**src/rtl/sema_pkg.sv**
```systemverilog
// Shared types and helpers for the bit-byte semaphore receive path.
package sema_pkg;

    typedef enum logic {
        COLLECT = 1'b0,
        FULL    = 1'b1
    } sema_rx_state_t;

    localparam int unsigned SEMA_DEF_DATA_W = 8;

    // Width of a counter that must reach DATA_W inclusive.
    function automatic int unsigned sema_cnt_w(input int unsigned data_w);
        return $clog2(data_w + 1);
    endfunction

endpackage

```
**src/rtl/sema_rx_shift.sv**
```systemverilog
// Bit-collecting shift register: places incoming bits, counts them, and can
// park one complete word while the output buffer is occupied.
module sema_rx_shift
    import sema_pkg::*;
#(
    parameter int unsigned DATA_W    = SEMA_DEF_DATA_W,
    parameter bit          MSB_FIRST = 1'b0
) (
    input  logic                          i_clk,
    input  logic                          i_rstn,
    input  logic                          i_bit,
    input  logic                          i_accept,
    input  logic                          i_sync,
    input  logic                          i_park,
    input  logic                          i_drain,
    output logic [DATA_W-1:0]             o_sh,
    output logic [DATA_W-1:0]             o_word,
    output logic [sema_cnt_w(DATA_W)-1:0] o_cnt,
    output logic                          o_last_bit
);

    localparam int unsigned CNT_W = sema_cnt_w(DATA_W);

    logic [DATA_W-1:0] r_sh;
    logic [CNT_W-1:0]  r_cnt;
    logic [CNT_W-1:0]  w_pos;
    logic [DATA_W-1:0] w_mask;
    logic [DATA_W-1:0] w_word;
    logic              w_last_bit;

    // Word as it would look with the current bit merged in.
    always_comb begin
        w_pos  = MSB_FIRST ? (CNT_W'(DATA_W - 1) - r_cnt) : r_cnt;
        w_mask = DATA_W'(1) << w_pos;
        w_word = i_bit ? (r_sh | w_mask) : (r_sh & ~w_mask);
    end

    assign w_last_bit = i_accept && !i_sync && (r_cnt == CNT_W'(DATA_W - 1));

    always_ff @(posedge i_clk) begin
        if (!i_rstn || i_sync || i_drain) begin
            r_sh  <= '0;
            r_cnt <= '0;
        end else if (i_accept) begin
            if (w_last_bit && !i_park) begin
                r_sh  <= '0;
                r_cnt <= '0;
            end else if (w_last_bit) begin
                r_sh  <= w_word;
                r_cnt <= CNT_W'(DATA_W);
            end else begin
                r_sh  <= w_word;
                r_cnt <= r_cnt + CNT_W'(1);
            end
        end
    end

    assign o_sh       = r_sh;
    assign o_word     = w_word;
    assign o_cnt      = r_cnt;
    assign o_last_bit = w_last_bit;

endmodule

```
**src/rtl/sema_byte_rx.sv**
```systemverilog
// Semaphore reader-side deserializer: bits in, DATA_W-bit words out through a
// one-entry output buffer; stalls the semaphore only when a second word is parked.
module sema_byte_rx
    import sema_pkg::*;
#(
    parameter int unsigned DATA_W    = SEMA_DEF_DATA_W,
    parameter bit          MSB_FIRST = 1'b0
) (
    input  logic                          clk_s,
    input  logic                          rstn_s,
    input  logic                          sema_data_i_s,
    input  logic                          sema_valid_i_s,
    output logic                          sema_ready_o_s,
    input  logic                          sync_i_s,
    output logic [DATA_W-1:0]             byte_data_o_s,
    output logic                          byte_valid_o_s,
    input  logic                          byte_ready_i_s,
    output logic [sema_cnt_w(DATA_W)-1:0] bit_cnt_o_s
);

    sema_rx_state_t    r_state;
    sema_rx_state_t    w_state_nxt;
    logic              r_ready;
    logic              r_ob_v;
    logic [DATA_W-1:0] r_ob;
    logic              w_ob_v_nxt;
    logic [DATA_W-1:0] w_ob_nxt;
    logic              w_park;
    logic              w_drain;
    logic              w_accept;
    logic              w_word_fire;
    logic              w_last_bit;
    logic [DATA_W-1:0] w_sh;
    logic [DATA_W-1:0] w_word;

    assign w_accept    = sema_valid_i_s && r_ready;
    assign w_word_fire = r_ob_v && byte_ready_i_s;

    sema_rx_shift #(
        .DATA_W    (DATA_W),
        .MSB_FIRST (MSB_FIRST)
    ) u_shift (
        .i_clk      (clk_s),
        .i_rstn     (rstn_s),
        .i_bit      (sema_data_i_s),
        .i_accept   (w_accept),
        .i_sync     (sync_i_s),
        .i_park     (w_park),
        .i_drain    (w_drain),
        .o_sh       (w_sh),
        .o_word     (w_word),
        .o_cnt      (bit_cnt_o_s),
        .o_last_bit (w_last_bit)
    );

    // Next state and output-buffer update.
    always_comb begin
        w_state_nxt = r_state;
        w_ob_nxt    = r_ob;
        w_ob_v_nxt  = r_ob_v && !w_word_fire;
        w_park      = 1'b0;
        w_drain     = 1'b0;
        case (r_state)
            COLLECT: begin
                if (w_last_bit) begin
                    if (!r_ob_v || w_word_fire) begin
                        w_ob_nxt   = w_word;
                        w_ob_v_nxt = 1'b1;
                    end else begin
                        w_park      = 1'b1;
                        w_state_nxt = FULL;
                    end
                end
            end
            FULL: begin
                // Sync throws away the parked word rather than forwarding it.
                if (sync_i_s) begin
                    w_state_nxt = COLLECT;
                end else if (w_word_fire) begin
                    w_ob_nxt    = w_sh;
                    w_ob_v_nxt  = 1'b1;
                    w_drain     = 1'b1;
                    w_state_nxt = COLLECT;
                end
            end
            default: w_state_nxt = COLLECT;
        endcase
    end

    always_ff @(posedge clk_s) begin
        if (!rstn_s) begin
            r_state <= COLLECT;
            r_ready <= 1'b0;
            r_ob_v  <= 1'b0;
            r_ob    <= '0;
        end else begin
            r_state <= w_state_nxt;
            r_ready <= (w_state_nxt == COLLECT);
            r_ob_v  <= w_ob_v_nxt;
            r_ob    <= w_ob_nxt;
        end
    end

    assign sema_ready_o_s = r_ready;
    assign byte_valid_o_s = r_ob_v;
    assign byte_data_o_s  = r_ob;

endmodule

```
**config.mk**
```make
export PLATFORM = sky130hd
export DESIGN_NAME = sema_byte_rx
export DESIGN_NICKNAME = d
export VERILOG_FILES = /design/src/rtl/sema_pkg.sv /design/src/rtl/sema_rx_shift.sv /design/src/rtl/sema_byte_rx.sv
export SDC_FILE = /design/constraint.sdc
export NUM_CORES = 1
export LEC_CHECK = 0
export CORE_MARGIN = 2
export CORE_UTILIZATION = 30
export CTS_CLUSTER_SIZE = 8
export DETAILED_ROUTE_END_ITERATION = 16
export PLACE_DENSITY_LB_ADDON = 0.08
export SYNTH_ARGS = -nofsm -noshare
export SYNTH_HDL_FRONTEND = slang
export SYNTH_SLANG_ARGS = --single-unit
```
**constraint.sdc**
```tcl
create_clock -name clk_s -period 2.05 [get_ports clk_s]
set_input_delay 0.3075 -clock clk_s [delete_from_list [all_inputs] [get_ports clk_s]]
set_output_delay 0.3075 -clock clk_s [all_outputs]
set_load 0.02 [all_outputs]
```
* Word-level counts from Yosys, hierarchy flattened *
Cells that the tools add are included.

word-level totals
  register bits after elaboration = 23
  input port bits = 6
  output and inout bits = 14
  word-level logic and storage cells = 56

cells by class
  $add $sub $neg = 1
  equality and inequality tests = 5
  shifts and indexed selects = 1
  multiplexer cells = 23
  bitwise logic cells = 5
  reductions and logical operators = 15

operator list
  operator                                                               count
  8-bit two-way mux                                                      6
  8-bit one-hot mux with 2 select lines                                  1
  1-bit two-way mux                                                      12
  8-bit bitwise AND                                                      1
  4-bit two-way mux                                                      2
  8-bit inverter                                                         1
  8-bit bitwise OR                                                       1
  1-bit by 4-bit left shift with 8-bit output, first input constant      1
  1-bit logical AND                                                      6
  1-bit logical NOT                                                      5
  4-bit by 1-bit adder with 4-bit output, second input constant          1
  4-bit by 3-bit equality test with 1-bit output, second input constant  1
  2-bit by 1-bit != test with 1-bit output, second input constant        2
  2-bit != test, second input constant                                   2
  1-bit one-hot mux with 2 select lines                                  2
  4-bit AND reduction                                                    1
  1-bit logical OR                                                       3
  1-bit inverter                                                         2

* Logic depth before layout (Yosys ltp) *
Gate-level depths: netlist (run 1).

  depth in word-level cells = 8
  depth in mapped cells = 7
  depth with buffers taken out = 6

* Modules after synthesis *
Synthesis (run 1) repeated with hierarchy kept, for this count alone.

unflattened totals
  cell total of the unflattened synthesis = 146
  area, all modules = 1350.0 um^2

by module, submodules not included
  module         instances  cells each  area each (um^2)
  sema_rx_shift  1          86          774.5
  sema_byte_rx   1          60          575.6

* Worst setup path after synthesis (run 1) *
No wires, ideal clock.

  kind = register to register
  from = register u_shift.r_cnt[0], in the netlist u_shift.o_cnt[0]
  to = register r_ob[7], in the netlist byte_data_o_s[7]
  library setup time = 116 ps
  data arrival time = 1546 ps
  required time = 1934 ps
  path slack = 387 ps
  stages on the path, launching flop included = 7
  clock period less this slack = 1663 ps
  cells stage by stage = dfxtp_1 ha_1 ha_1 nor3b_1 mux2i_1 nand2_1 o211a_1

between the ends
  word-level cells in the longest chain between the ends = 7
  elaborated cells on any way between the ends = 12
  classes of those cells = 2 x eq/ne; 1 x shift; 4 x mux; 3 x bitwise; 2 x reduce/logical

ends and longest elaborated chain
  element                                      line                 RTL
  start: declaration                           sema_rx_shift.sv:25  logic [CNT_W-1:0] r_cnt;
  start signal: assignment                     sema_rx_shift.sv:50  r_cnt <= CNT_W'(DATA_W);
  start signal: assignment                     sema_rx_shift.sv:53  r_cnt <= r_cnt + CNT_W'(1);
  1-bit by 4-bit left shift with 8-bit output  sema_rx_shift.sv:34  w_mask = DATA_W'(1) << w_pos;
  8-bit inverter                               sema_rx_shift.sv:35  w_word = i_bit ? (r_sh | w_mask) : (r_sh & ~w_mask);
  8-bit bitwise AND                            sema_rx_shift.sv:35
  8-bit two-way mux                            sema_rx_shift.sv:35
  8-bit two-way mux                            sema_byte_rx.sv:66   if (!r_ob_v || w_word_fire) begin
  8-bit two-way mux                            sema_byte_rx.sv:65   if (w_last_bit) begin
  8-bit one-hot mux with 2 select lines        sema_byte_rx.sv:63   case (r_state)
  end signal: assignment                       sema_byte_rx.sv:100  r_ob <= w_ob_nxt;
  end: declaration                             sema_byte_rx.sv:25   logic [DATA_W-1:0] r_ob;

Several ways; a longest one is shown, not always the timed one. The select of a mux whose other input is x is not followed.
A chain may end at the register's enable or synchronous reset.

* Worst setup path after layout (run 1) *
  from = register u_shift.r_cnt[2], in the netlist u_shift.o_cnt[2]
  to = output bit_cnt_o_s[2]

RTL lines
  element           line                RTL
  end: declaration  sema_byte_rx.sv:18  output logic [sema_cnt_w(DATA_W)-1:0] bit_cnt_o_s

No word-level cell between the ends.

==> results of run 1 <==
==> routing by layer <==
layer	vias to the layer above	part of all wire
li1	519	-
met1	463	0.48
met2	16	0.47
met3	5	0.042
met4	0	0.013
met5	-	0
==> cells by family after synthesis <==
| logic type | synth area share |
|---|---|
| AOI/OAI and AO/OA | 0.148 |
| adders and majority gates | 0.0601 |
| DFF | 0.368 |
| muxes | 0.112 |
| buffers and inverters | 0.0500 |
| and+or+nand+nor | 0.261 |
==> final timing paths <==
path                                       from                       endpoint  slack, ns  cells after the start
setup / recovery  u_shift.o_cnt[2]$_SDFFE_PP0N_                 bit_cnt_o_s[2]       0.16                      1
hold / removal     u_shift.o_sh[5]$_SDFFE_PP0N_   u_shift.o_sh[5]$_SDFFE_PP0N_       0.46                      2
setup reg to reg  u_shift.o_cnt[1]$_SDFFE_PP0N_  byte_data_o_s[7]$_SDFFE_PN0P_       0.29                      6
hold reg to reg    u_shift.o_sh[5]$_SDFFE_PP0N_   u_shift.o_sh[5]$_SDFFE_PP0N_       0.46                      2
==> stage by stage <==
step	cell area, sq um	hold WS (ns)	power [mW]	cells
2_1_floorplan	1250	0.436	0.489	136
3_3_place_gp	1490	0.451	0.514	201
3_5_place_dp	1490	0.455	0.515	201
4_1_cts	1530	0.468	0.811	205
5_1_grt	1530	0.498	0.831	205
6_report	1530	0.463	0.801	205
==> power by group through the flow <==
stage / clock network (mW) / registers [mW] / logic (mW)
after floorplan: 0 / 0.463 / 0.0253
after global placement: 0 / 0.461 / 0.0533
after detailed placement: 0 / 0.461 / 0.0533
after CTS: 0.307 / 0.451 / 0.0538
after global routing: 0.320 / 0.451 / 0.0588
final: 0.297 / 0.451 / 0.0530
==> final cells by class <==
type | count | area, sq um
Inverter | 4 | 15.0
Multi-Input combinational cell | 101 | 727
Clock inverter | 1 | 5.00
Tap cell | 50 | 62.6
Fill cell | 410 | 2470
Timing Repair Buffer | 23 | 220
Sequential cell | 23 | 460
Clock buffer | 3 | 41.3
==> registers in the layout (all words and copies together) (netlist names), named ones only <==
name / count
u_shift.o_sh: 8
r_state: 1
u_shift.o_cnt: 4
byte_data_o_s: 8
sema_ready_o_s: 1
==> cells in the mapped netlist (all sizes together) <==
library cell	number	area (sq um)
dfxtp	23	460
nand2	15	56.3
mux2i	14	140
nor2	12	45.0
nand3	9	45.0
o211a	8	80.1
a21oi	6	30.0
ha	6	75.1
and2	4	25.0
buf	4	32.5
clkbuf	4	15.0
inv	4	15.0
nor3	3	15.0
nor3b	3	22.5
nor4b	3	26.3
and4bb	2	25.0
nand3b	2	15.0
nor4bb	2	20.0
o21ai	2	10.0
a21boi	1	7.51
a41oi	1	8.76
and4b	1	10.0
nand2b	1	6.26
nand4b	1	8.76
nor2b	1	6.26
o21a	1	7.51
o21ba	1	10.0
o21bai	1	11.3
o221a	1	20.0
==> results.json, run 1 <==
{
  "status": "finished clean",
  "dieArea_sq_um": 4700,
  "fp-row-count": 23,
  "ctsResizeCount": 0,
  "ir_drop_uv": 255,
  "antenna_cells": 0,
  "grt.busiest_layer": "met2",
  "finalWirelength_um": 2840,
  "vias": 1003,
  "fin_ws_ns": 0.157,
  "drc": 0,
  "hp-class": "reg2reg",
  "drt_iter0_markers": 50,
  "nets": 168,
  "dp_hpwl_um": 2070,
  "syn_nets": 148,
  "skew_ns": 0.00271,
  "final_hold_viol_count": 0,
  "cts_buffers": 3,
  "grt_max_degree": 17,
  "crit_chain": "clkdlybuf4s50_1",
  "fp.dieH_um": 68.6,
  "worstSkewPairLatency_ns": 0.27,
  "cts_num_sinks": 23,
  "io_pins": 20,
  "routed_via_density": 4.89,
  "tightest_slew_ns": 0.540,
  "p_sw_mw": 0.192,
  "root_buffer": "clkbuf_8",
  "yosysUniqueCellTypes": 31,
  "p_int_mw": 0.609,
  "netlist_area_sq_um": 1250,
  "final_core_util": 0.383,
  "setup_tns_ns": 0,
  "antenna_found_initial": 0,
  "worst-path-buf-inv": 1,
  "die_w_um": 68.6,
  "use_met1": 0.179,
  "yosysWarnings": 0,
  "grt_overflow": 0,
  "drt_pass1_iterations": 4,
  "use_met2": 0.226,
  "power_frac_comb": 0.066,
  "rsz0062_at_grt": "no",
  "use_met3": 0.0308,
  "setup-violations-final": 0,
  "seq_power_share": 0.563,
  "crit_required_ns": 1.74,
  "final_antenna_net_count": 0,
  "drive_gt1_frac": 0.0839,
  "switching_share": 0.240,
  "critPathMaxStageDelay_ns": 0.69,
  "relSlewSlack": 0.640,
  "wl_per_cell_um": 13.8,
  "port_buffers": 19,
  "worst_setup_path_end_kind": "primary output",
  "coreArea_sq_um": 4000,
  "grt_pass1_wl_um": 4890,
  "synthCells": 136,
  "initial_core_util": 0.312,
  "crit_path_start_kind": "register",
  "cts.clk_slew.worst_paths_ns": 0.09,
  "cts_setup_buffers": 0,
  "crit_path_top_delay_cell": "clkdlybuf4s50_1",
  "p_leak_nw": 0.645,
  "drv_cap": 0,
  "clockBufferDepth": 2,
  "track_usage": 0.139,
  "crit_type": "reg2out",
  "power_frac_clock": 0.371,
  "avgSynthCellArea_sq_um": 9.19,
  "grt_pass1_vias": 1051,
  "final_cell_mix": "dfxtp_1 (23), clkdlybuf4s50_1 (19), nand2_1 (15)",
  "cts_tree": "yes",
  "period_minus_slack_ns": 1.89,
  "fin_crit_sh": 0.924,
  "cts_max_level": 1,
  "critical_path_peak_fanout": 15,
  "crit_family": "buffers and inverters",
  "dpl_worst_slack_ns": 0.250,
  "syn2layout_area_growth_pct": 22.5,
  "clock.fmax_ghz": 0.528,
  "final_common_cell": "dfxtp_1",
  "gp_congestion": 0.771,
  "slew_viol_final": 0,
  "hold_buffers": 0,
  "power.density_nw_per_um2": 523,
  "yosysSeqAreaShare": 0.368,
  "arrival_ns": 1.59,
  "ys_ff_latch": 23
}
Note: power is estimated with default switching activity, not from simulation.
==> inputs of run 2 (changes only) <==
- CORE_ASPECT_RATIO: default -> 1.2
==> run 2 against run 1 <==
Compared with the run above:
- critical path depth unchanged
- combinational power is 2% lower
- clock power shrank 4%
- non-clock buffer count down 1
- clock skew is 0.0015 ns higher
- maximum frequency shrank 1.7%
- sequential power about the same
- sequential share of layout area up 0.13 points
- largest cell class unchanged
- wire length increased by 1.3%
- hold slack got worse by 0.0031 ns
- power is 1.5% lower
==> results.json, run 2 (synthesis gave the netlist of run 1 again) <==
{
  "status": "finished clean",
  "drv_cap": 0,
  "fp.dieH_um": 74.7,
  "critPathMaxStageDelay_ns": 0.70,
  "gp_congestion": 0.775,
  "grt_max_degree": 18,
  "vias": 1044,
  "die_w_um": 62.9,
  "setup-violations-final": 0,
  "port_buffers": 19,
  "cts.clk_slew.worst_paths_ns": 0.08,
  "hold_path.startpoint": "u_shift.o_sh[5]$_SDFFE_PP0N_",
  "fp-row-count": 25,
  "ir_drop_uv": 225,
  "period_minus_slack_ns": 1.93,
  "hp-class": "reg2reg",
  "stdcell_count": 208,
  "routed_via_density": 5.02,
  "r2r_start": "u_shift.o_cnt[2]$_SDFFE_PP0N_",
  "crit_path_top_delay_cell": "clkdlybuf4s50_1",
  "syn2layout_area_growth_pct": 22.3,
  "grt_pass1_vias": 1026,
  "drt_iter0_markers": 61,
  "grt_pass1_wl_um": 5020,
  "final_cell_mix": "dfxtp_1 (22), clkdlybuf4s50_1 (19), nand2_1 (15)",
  "seq_area_sq_um": 462,
  "finalWirelength_um": 2870,
  "crit_type": "reg2out",
  "worst_setup_path_end_kind": "primary output",
  "reg2reg_depth": 4,
  "crit_path_start_kind": "register",
  "placedCellCount": 204,
  "worst-path-buf-inv": 1,
  "fill_cells": 424,
  "tightest_slew_ns": 0.579,
  "final_common_cell": "dfxtp_1",
  "wl_per_cell_um": 13.8,
  "final_core_util": 0.385,
  "skew_ns": 0.00423,
  "dp_hpwl_um": 2040,
  "io_pins": 20,
  "clock.fmax_ghz": 0.519,
  "dieArea_sq_um": 4700,
  "p_leak_nw": 0.637,
  "critical_path_peak_fanout": 15,
  "antenna_cells": 0,
  "drt_pass1_iterations": 4,
  "grt_overflow": 0,
  "drc": 0,
  "crit_required_ns": 1.74,
  "relSlewSlack": 0.613,
  "clockBufferDepth": 2,
  "crit_family": "buffers and inverters",
  "drive_gt1_frac": 0.0779,
  "rsz0062_at_grt": "no",
  "multi_input_area_sq_um": 727,
  "final_antenna_net_count": 0,
  "initial_core_util": 0.315,
  "arrival_ns": 1.62,
  "slew_viol_final": 0,
  "cts_num_sinks": 23,
  "final_hold_viol_count": 0,
  "cts_buffers": 3,
  "worstSkewPairLatency_ns": 0.27,
  "crit_chain": "clkdlybuf4s50_1",
  "root_buffer": "clkbuf_8",
  "crit_start": "u_shift.o_cnt[2]$_SDFFE_PP0N_",
  "coreArea_sq_um": 3970,
  "antenna_found_initial": 0,
  "setup_tns_ns": 0,
  "track_usage": 0.139,
  "cts_max_level": 1,
  "hold_depth": 2,
  "power.density_nw_per_um2": 516,
  "cts_tree": "yes",
  "cts_setup_buffers": 0,
  "fin_crit_sh": 0.940,
  "nets": 167,
  "worst-path-stages": 1
}
[run 2: stage by stage]
| stage | hold slack, ns | setup WS, ns | power (mW) | cell area (sq um) |
|---|---|---|---|---|
| 2_1_floorplan | 0.436 | 0.387 | 0.489 | 1250 |
| 3_3_place_gp | 0.451 | 0.268 | 0.513 | 1480 |
| 3_5_place_dp | 0.453 | 0.235 | 0.514 | 1480 |
| 4_1_cts | 0.466 | 0.0821 | 0.804 | 1530 |
| 5_1_grt | 0.506 | 0.00902 | 0.830 | 1530 |
| 6_report | 0.460 | 0.124 | 0.789 | 1530 |
[run 2: per-layer routing]
metal | vias to the layer above | part of all wire | global-route usage
met5 | - | 0 | 0
met4 | 0 | 0.020 | 0.0741
met3 | 7 | 0.041 | 0.0269
met2 | 24 | 0.48 | 0.233
met1 | 493 | 0.46 | 0.171
li1 | 520 | - | -
[run 2: layout make-up]
| cell class | count | area share |
|---|---|---|
| inverters | 4 | 0.00982 |
| multi-input cells | 101 | 0.475 |
| well taps | 54 | 0.0442 |
| repair buffers | 22 | 0.139 |
| clock buffers | 4 | 0.0295 |
| flip-flops and latches | 23 | 0.302 |
[run 2: worst paths after layout]
| kind | endpoint | slack, ns |
|---|---|---|
| setup / recovery | bit_cnt_o_s[2] | 0.12 |
| hold / removal | u_shift.o_sh[5]$_SDFFE_PP0N_ | 0.46 |
| setup reg to reg | u_shift.o_sh[3]$_SDFFE_PP0N_ | 0.34 |
| hold reg to reg | u_shift.o_sh[5]$_SDFFE_PP0N_ | 0.46 |
[run 2: what timing repair did]
item,CTS,global route
hold buffers,0,0
endpoints found under the setup margin,0,1
endpoints found under the hold margin,0,0
gates resized for setup,0,1
[run 2: where the power goes]
group,switching [mW],internal [mW]
combinational,0.0288,0.0231
clock,0.146,0.139
sequential,0.00264,0.449
total,0.178,0.611
